--- config.mk ---
export PLATFORM = sky130hd
export DESIGN_NAME = sp1_ram_arb
export DESIGN_NICKNAME = d
export VERILOG_FILES = /design/src/rtl/sp1_ram_arb_pkg.sv /design/src/rtl/sp1_rr_pick.sv /design/src/rtl/sp1_ram_arb.sv
export SDC_FILE = /design/constraint.sdc
export NUM_CORES = 1
export LEC_CHECK = 0
export CORE_AREA = 2 2 91 93
export DETAILED_ROUTE_END_ITERATION = 6
export DIE_AREA = 0 0 93 95
export PLACE_DENSITY = 0.63
export SYNTH_ARGS = -nofsm -noshare
export SYNTH_HDL_FRONTEND = slang
export SYNTH_SLANG_ARGS = --single-unit
--- constraint.sdc ---
create_clock -name clk -period 4.59 [get_ports clk]
set_clock_uncertainty 0.15 [all_clocks]
set_input_delay 0.918 -clock clk [delete_from_list [all_inputs] [get_ports clk]]
set_output_delay 0.918 -clock clk [all_outputs]
set_load 0.005 [all_outputs]
--- src/rtl/sp1_ram_arb_pkg.sv ---
// Shared definitions for the sp1_ram arbiter: default RAM geometry and the
// lock-ownership state encodings.
package sp1_ram_arb_pkg;

  localparam int AW_DEF = 10;
  localparam int DW_DEF = 32;

  typedef enum logic [1:0] {
    OWN_IDLE   = 2'd0,
    OWN_LOCK_A = 2'd1,
    OWN_LOCK_B = 2'd2
  } own_e;

endpackage

--- src/rtl/sp1_rr_pick.sv ---
// Two-way round-robin picker. hold[x] restricts the grant to requester x
// alone; otherwise prio breaks ties (0 = requester 0, 1 = requester 1).
module sp1_rr_pick (
  input  logic [1:0] req,
  input  logic       prio,
  input  logic [1:0] hold,
  output logic [1:0] gnt
);

  always_comb begin
    gnt = 2'b00;
    if (hold[0]) begin
      gnt[0] = req[0];
    end else if (hold[1]) begin
      gnt[1] = req[1];
    end else if (req == 2'b11) begin
      gnt = prio ? 2'b10 : 2'b01;
    end else begin
      gnt = req;
    end
  end

endmodule

--- src/rtl/sp1_ram_arb.sv ---
// Round-robin arbiter sharing one sp1_ram port between requesters A and B.
// Define SP1_RAM_ARB_LOCK_EN to honour a_lock/b_lock for read-modify-write.
module sp1_ram_arb
  import sp1_ram_arb_pkg::*;
#(
  parameter int AW = AW_DEF,
  parameter int DW = DW_DEF
) (
  input  logic          clk,
  input  logic          rst,
  input  logic          a_req,
  input  logic          a_we,
  input  logic [AW-1:0] a_adr,
  input  logic [DW-1:0] a_din,
  input  logic          a_lock,
  input  logic          b_req,
  input  logic          b_we,
  input  logic [AW-1:0] b_adr,
  input  logic [DW-1:0] b_din,
  input  logic          b_lock,
  output logic          a_gnt,
  output logic          b_gnt,
  output logic          a_rvalid,
  output logic          b_rvalid,
  output logic [DW-1:0] a_rdata,
  output logic [DW-1:0] b_rdata,
  output logic          ram_cs,
  output logic          ram_we,
  output logic [AW-1:0] ram_adr,
  output logic [DW-1:0] ram_din,
  input  logic [DW-1:0] ram_dout
);

  logic       prio;
  own_e       own;
  own_e       own_next;
  logic [1:0] rd_pend;
  logic [1:0] gnt;
  logic [1:0] hold;

  assign hold = {own == OWN_LOCK_B, own == OWN_LOCK_A};

  sp1_rr_pick u_pick (
    .req  ({b_req, a_req}),
    .prio (prio),
    .hold (hold),
    .gnt  (gnt)
  );

  assign a_gnt = gnt[0];
  assign b_gnt = gnt[1];

  // Idle requester buses are never forwarded, so X on them cannot reach the RAM.
  always_comb begin
    ram_cs  = 1'b0;
    ram_we  = 1'b0;
    ram_adr = '0;
    ram_din = '0;
    if (gnt[0]) begin
      ram_cs  = 1'b1;
      ram_we  = a_we;
      ram_adr = a_adr;
      ram_din = a_din;
    end else if (gnt[1]) begin
      ram_cs  = 1'b1;
      ram_we  = b_we;
      ram_adr = b_adr;
      ram_din = b_din;
    end
  end

  assign a_rvalid = rd_pend[0];
  assign b_rvalid = rd_pend[1];
  assign a_rdata  = ram_dout;
  assign b_rdata  = ram_dout;

`ifdef SP1_RAM_ARB_LOCK_EN
  // A lock is taken by a granted locked access and released either by a
  // final unlocked access or by the owner dropping its request.
  always_comb begin
    own_next = own;
    case (own)
      OWN_IDLE: begin
        if (gnt[0] && a_lock)      own_next = OWN_LOCK_A;
        else if (gnt[1] && b_lock) own_next = OWN_LOCK_B;
      end
      OWN_LOCK_A: begin
        if (!a_req || (gnt[0] && !a_lock)) own_next = OWN_IDLE;
      end
      OWN_LOCK_B: begin
        if (!b_req || (gnt[1] && !b_lock)) own_next = OWN_IDLE;
      end
      default: own_next = OWN_IDLE;
    endcase
  end
`else
  logic unused_lock;
  assign unused_lock = a_lock ^ b_lock;
  assign own_next    = OWN_IDLE;
`endif

  always_ff @(posedge clk or negedge rst) begin
    if (!rst) begin
      own <= OWN_IDLE;
    end else begin
      own <= own_next;
    end
  end

  // Priority flips to the loser only on unlocked grants.
  always_ff @(posedge clk or negedge rst) begin
    if (!rst) begin
      prio    <= 1'b0;
      rd_pend <= 2'b00;
    end else begin
      if ((own == OWN_IDLE) && (gnt != 2'b00)) begin
        prio <= gnt[0];
      end
      rd_pend <= {gnt[1] & ~b_we, gnt[0] & ~a_we};
    end
  end

endmodule

==> Word-level counts from Yosys, hierarchy flattened <==
Cells that the tools add are included.
{ "word_totals": {"in_bits": 124, "ff_bits": 3, "out_inout_bits": 112, "word_cells": 18} }
{ "op_classes": {"eq_ne": 1, "mux": 10, "n_bitwise": 4, "reduce_logical": 1} }
{ "ops": {"columns": ["operator", "count"], "rows": [
  ["$mux 32", 2],
  ["$mux 10", 2],
  ["$mux 1", 4],
  ["$mux 2", 2],
  ["$and 1x1->1", 2],
  ["$eq 2x2->1 const B", 1],
  ["$not 1->1", 2],
  ["$reduce_bool 2->1", 1]
]} }

==> Depth between registers and ports, before layout <==
{ "logic_depth": {"depth_word": 4, "depth_mapped": 4, "depth_no_buf": 2} }

==> Cells and area by module <==
A second synthesis with hierarchy kept.
{ "hier_totals": {"cells_unflattened": 134, "area_unflattened_um2": 1154.9} }
{ "modules_own_cells": {"columns": ["module", "instances", "seq_area_each_um2", "cells_each", "area_per_inst_um2"], "rows": [
  ["sp1_ram_arb", 1, 75.1, 129, 1127.3],
  ["sp1_rr_pick", 1, 0.0, 5, 27.5]
]} }

==> Worst setup path after synthesis <==
No wires, ideal clock.
{ "synth_timing": {"kind": "input to output", "startpoint": "in b_req", "endpoint": "out ram_din[23]", "t_required_ns": 3.522, "t_arrival_ns": 1.626, "n_path_buf": 2, "path_stages": 4, "path_slack_ns": 1.896, "path_cell_list": "buf_2 -> a21boi_4 -> buf_6 -> a32o_2"} }
{ "synth_between": {"word_cells_on_any_way": 4, "cone_classes": "eq/ne: 1; mux: 3"} }
{ "synth_lines": {"columns": ["element", "line_no", "rtl"], "rows": [
  ["from (decl)", "sp1_ram_arb.sv:16", "input logic b_req,"],
  ["$eq 2x2->1", "sp1_rr_pick.sv:16", "end else if (req == 2'b11) begin"],
  ["$mux 2", "sp1_rr_pick.sv:16", null],
  ["via a_gnt", "sp1_ram_arb.sv:21", "output logic a_gnt,"],
  ["$mux 32", "sp1_ram_arb.sv:59", "if (gnt[0]) begin"],
  ["to (decl)", "sp1_ram_arb.sv:30", "output logic [DW-1:0] ram_din,"]
]} }
The timed path passes the listed nets, and every way through them passes these cells.

==> Worst setup path after layout <==
{ "layout_timing": {"startpoint": "in a_req", "endpoint": "out ram_din[26]"} }
{ "layout_between": {"elab_chain_len": 4} }
{ "layout_rtl": {"columns": ["element", "line_no", "rtl"], "rows": [
  ["from (decl)", "sp1_ram_arb.sv:11", "input logic a_req,"],
  ["$eq 2x2->1", "sp1_rr_pick.sv:16", null],
  ["$mux 2 (*)", "sp1_rr_pick.sv:16", null],
  ["$mux 32", "sp1_ram_arb.sv:64", "end else if (gnt[1]) begin"],
  ["$mux 32 (*)", "sp1_ram_arb.sv:59", null]
]} }
Mark *: on every way between the ends. The rest lies on a longest branch, timed or not.

==> impl_metrics.ini <==
[sta]
min_period_ns = 3.90
setup_violations = 0
slew_violations = 0
fin_setup_tns_ns = 0
relSlewSlack_pct = 67.3
clock.fmax_mhz = 256
fin_crit_sh_pct = 85.0
rsz0062_at_grt = no
worst_pin_slew_ns = 0.489
final_hold_viol_count = 0
hold-worst-slack_ns = 0.455

[power_and_ir_drop]
power.density_nw_per_um2 = 165
ir_drop_mv = 0.0674
power_uw = 364
total_leakage_power_uw = 0.000925

[routing]
drt_iter0_markers = 13
wl_per_cell_um = 17.4
drcViolationCount = 0
ant_nets = 0
wirelength_um = 5280
firstDrtPassIters = 2
avgViaCountPerCell = 4.21
num_vias = 1281

[synthesis]
synth-edff-count = 0
synth_area_leaders = buf_4 (39%), a32o_2 (36%), dfrtp_1 (6.0%)
synth_common_cells = buf_4 (64), a32o_2 (40), buf_6 (5)
synth_area_leader_cell = buf_4
ys.flop_type = dfrtp_1
ys_warn_count = 0
syn_nets = 257
syn_area_per_cell_sq_um = 9.33
post-synth-top-count-cell = buf_4
async_flop_share_pct = 100
ys_types = 17
yosysTopAreaCellShare_pct = 38.7
synth_seq_cells = 3
syn_inst = 133
yosysSeqAreaShare_pct = 6.05
netlist_area_sq_um = 1240

[grt]
use_met3_pct = 5.11
grt_pass1_wl_um = 6960
use_met2_pct = 20.8
grt-busiest-layer = met2
grt.total_usage_pct = 10.2
grt_start_max_net_pins = 46
grt_pass1_vias = 1193
grt_use_met1_pct = 8.74
gr-total-overflow = 0
antenna_found_initial = 0

[clocking]
numCtsBuffers = 3
clockBufferDepth = 2
clk_pin_slew_ns = 0.03
cts-resized-gates = 0
root_buffer = clkbuf_8
postCtsSetupBuffers = 0
numClockSinks = 3
holdBufCountCts = 0
htree_levels = 1
clk_latency_ns = 0.22
tritoncts = built

[setup_path]
ff2ff_path_depth = 3
path_max_fanout = 31
crit_path_frequent_cell = clkdlybuf4s50_1
crit_cells = 5
cp_cell_sequence = clkdlybuf4s50_1 -> a21boi_4 -> buf_12 -> a32o_2 -> clkdlybuf4s50_1
start_kind = input pin
rrSetupSlack_ns = 3.11
cp_top_family = buffers and inverters
timing.rr.start = prio$_DFFE_PN0P_
crit_slowest_cell = clkdlybuf4s50_1
reg2reg_to = rd_pend[0]$_DFF_PN0_
crit_required_ns = 3.52
arrival_ns = 2.83
end_kind = output pin
slowest_delay_ns = 0.52
crit_type = input pin to output pin
path_buf_inv = 3

[worst_hold_path]
whs_endpoint = prio$_DFFE_PN0P_
hold_path.class = flip-flop to flip-flop
whs_path_depth = 1
hold_start = prio$_DFFE_PN0P_

[layout]
layout.nets = 324
area_growth_pct = 77.6
n_fill_cell = 865
num_antenna_cells = 0
layout-drive-gt1-share_pct = 26.1
final_area_sq_um = 2200
final_util_pct = 27.8

[floorplan]
die_h_um = 95
core_area_sq_um = 7930
chipWidth_um = 93
start_util_pct = 15.7
rows = 33
io-pin-count = 236
dieArea_sq_um = 8840

[place]
routabilityCongestion = 0.713
dpl_cell_area_sq_um = 2160
io_buffers = 137
hpwlAfterDp_um = 4330

[flow_run]
maxCapViolations = 0

[run_status]
status = completed
## power by group
| group | switching (uW) | leakage (uW) | internal [uW] | total, uW |
|---|---|---|---|---|
| registers | 2.33 | 0.0000383 | 29.0 | 31.3 |
| logic | 76.0 | 0.000864 | 179 | 255 |
| clock network | 18.2 | 0.0000228 | 59.3 | 77.5 |
## cells by family after synthesis
logic type | share of synthesized area, %
flops | 6.05
simple gates | 3.02
compound gates | 40.9
buf+inv | 50.0
## metal layers
| metal | up-vias | wire (um) |
|---|---|---|
| li1 | 583 | - |
| met1 | 549 | 1530 |
| met2 | 144 | 2870 |
| met3 | 5 | 847 |
| met4 | 0 | 32 |
| met5 | - | 0 |
## per-stage QoR
step	setup WS (ns)	std cells
2_1_floorplan	1.90	133
3_3_place_gp	0.660	300
6_report	0.689	304
4_1_cts	0.660	304
3_5_place_dp	0.657	300
5_1_grt	0.587	304
## layout by cell type, fill, tap and decap left out
cell type        count
a21o_2               1
clkdlybuf4s50_1    136
clkbuf_1             1
dfrtp_1              3
a32o_1               3
nor2_1               1
buf_4                2
and2b_1              1
buf_12               1
clkbuf_8             3
nor3_1               1
a21boi_4             1
a32o_2              40
and2b_2              1
buf_2                1
nand2b_2             1
inv_1                1
or2_2                1
## layout make-up
cell class,instances,area (sq um),share of cell area [%]
Timing Repair Buffer,140,1400,63.6
Multi-Input combinational cell,51,548,24.9
Tap cell,105,131,5.96
Sequential cell,3,75.1,3.41
Clock buffer,4,45.0,2.04
Inverter,1,3.75,0.170
## registers in the layout, indices dropped and copies added, names as in the netlist
register	flops
rd_pend	2
prio	1
## how the worst max path moves through the flow
stage | startpoint | to | slack (ns)
floorplan | b_req | ram_din[23] | 1.90
global placement | a_req | ram_din[26] | 0.66
detailed placement | a_req | ram_din[26] | 0.66
CTS | a_req | ram_din[26] | 0.66
global route | a_req | ram_din[21] | 0.59
finish | a_req | ram_din[26] | 0.69
Note: power is estimated with default switching activity, not from simulation.
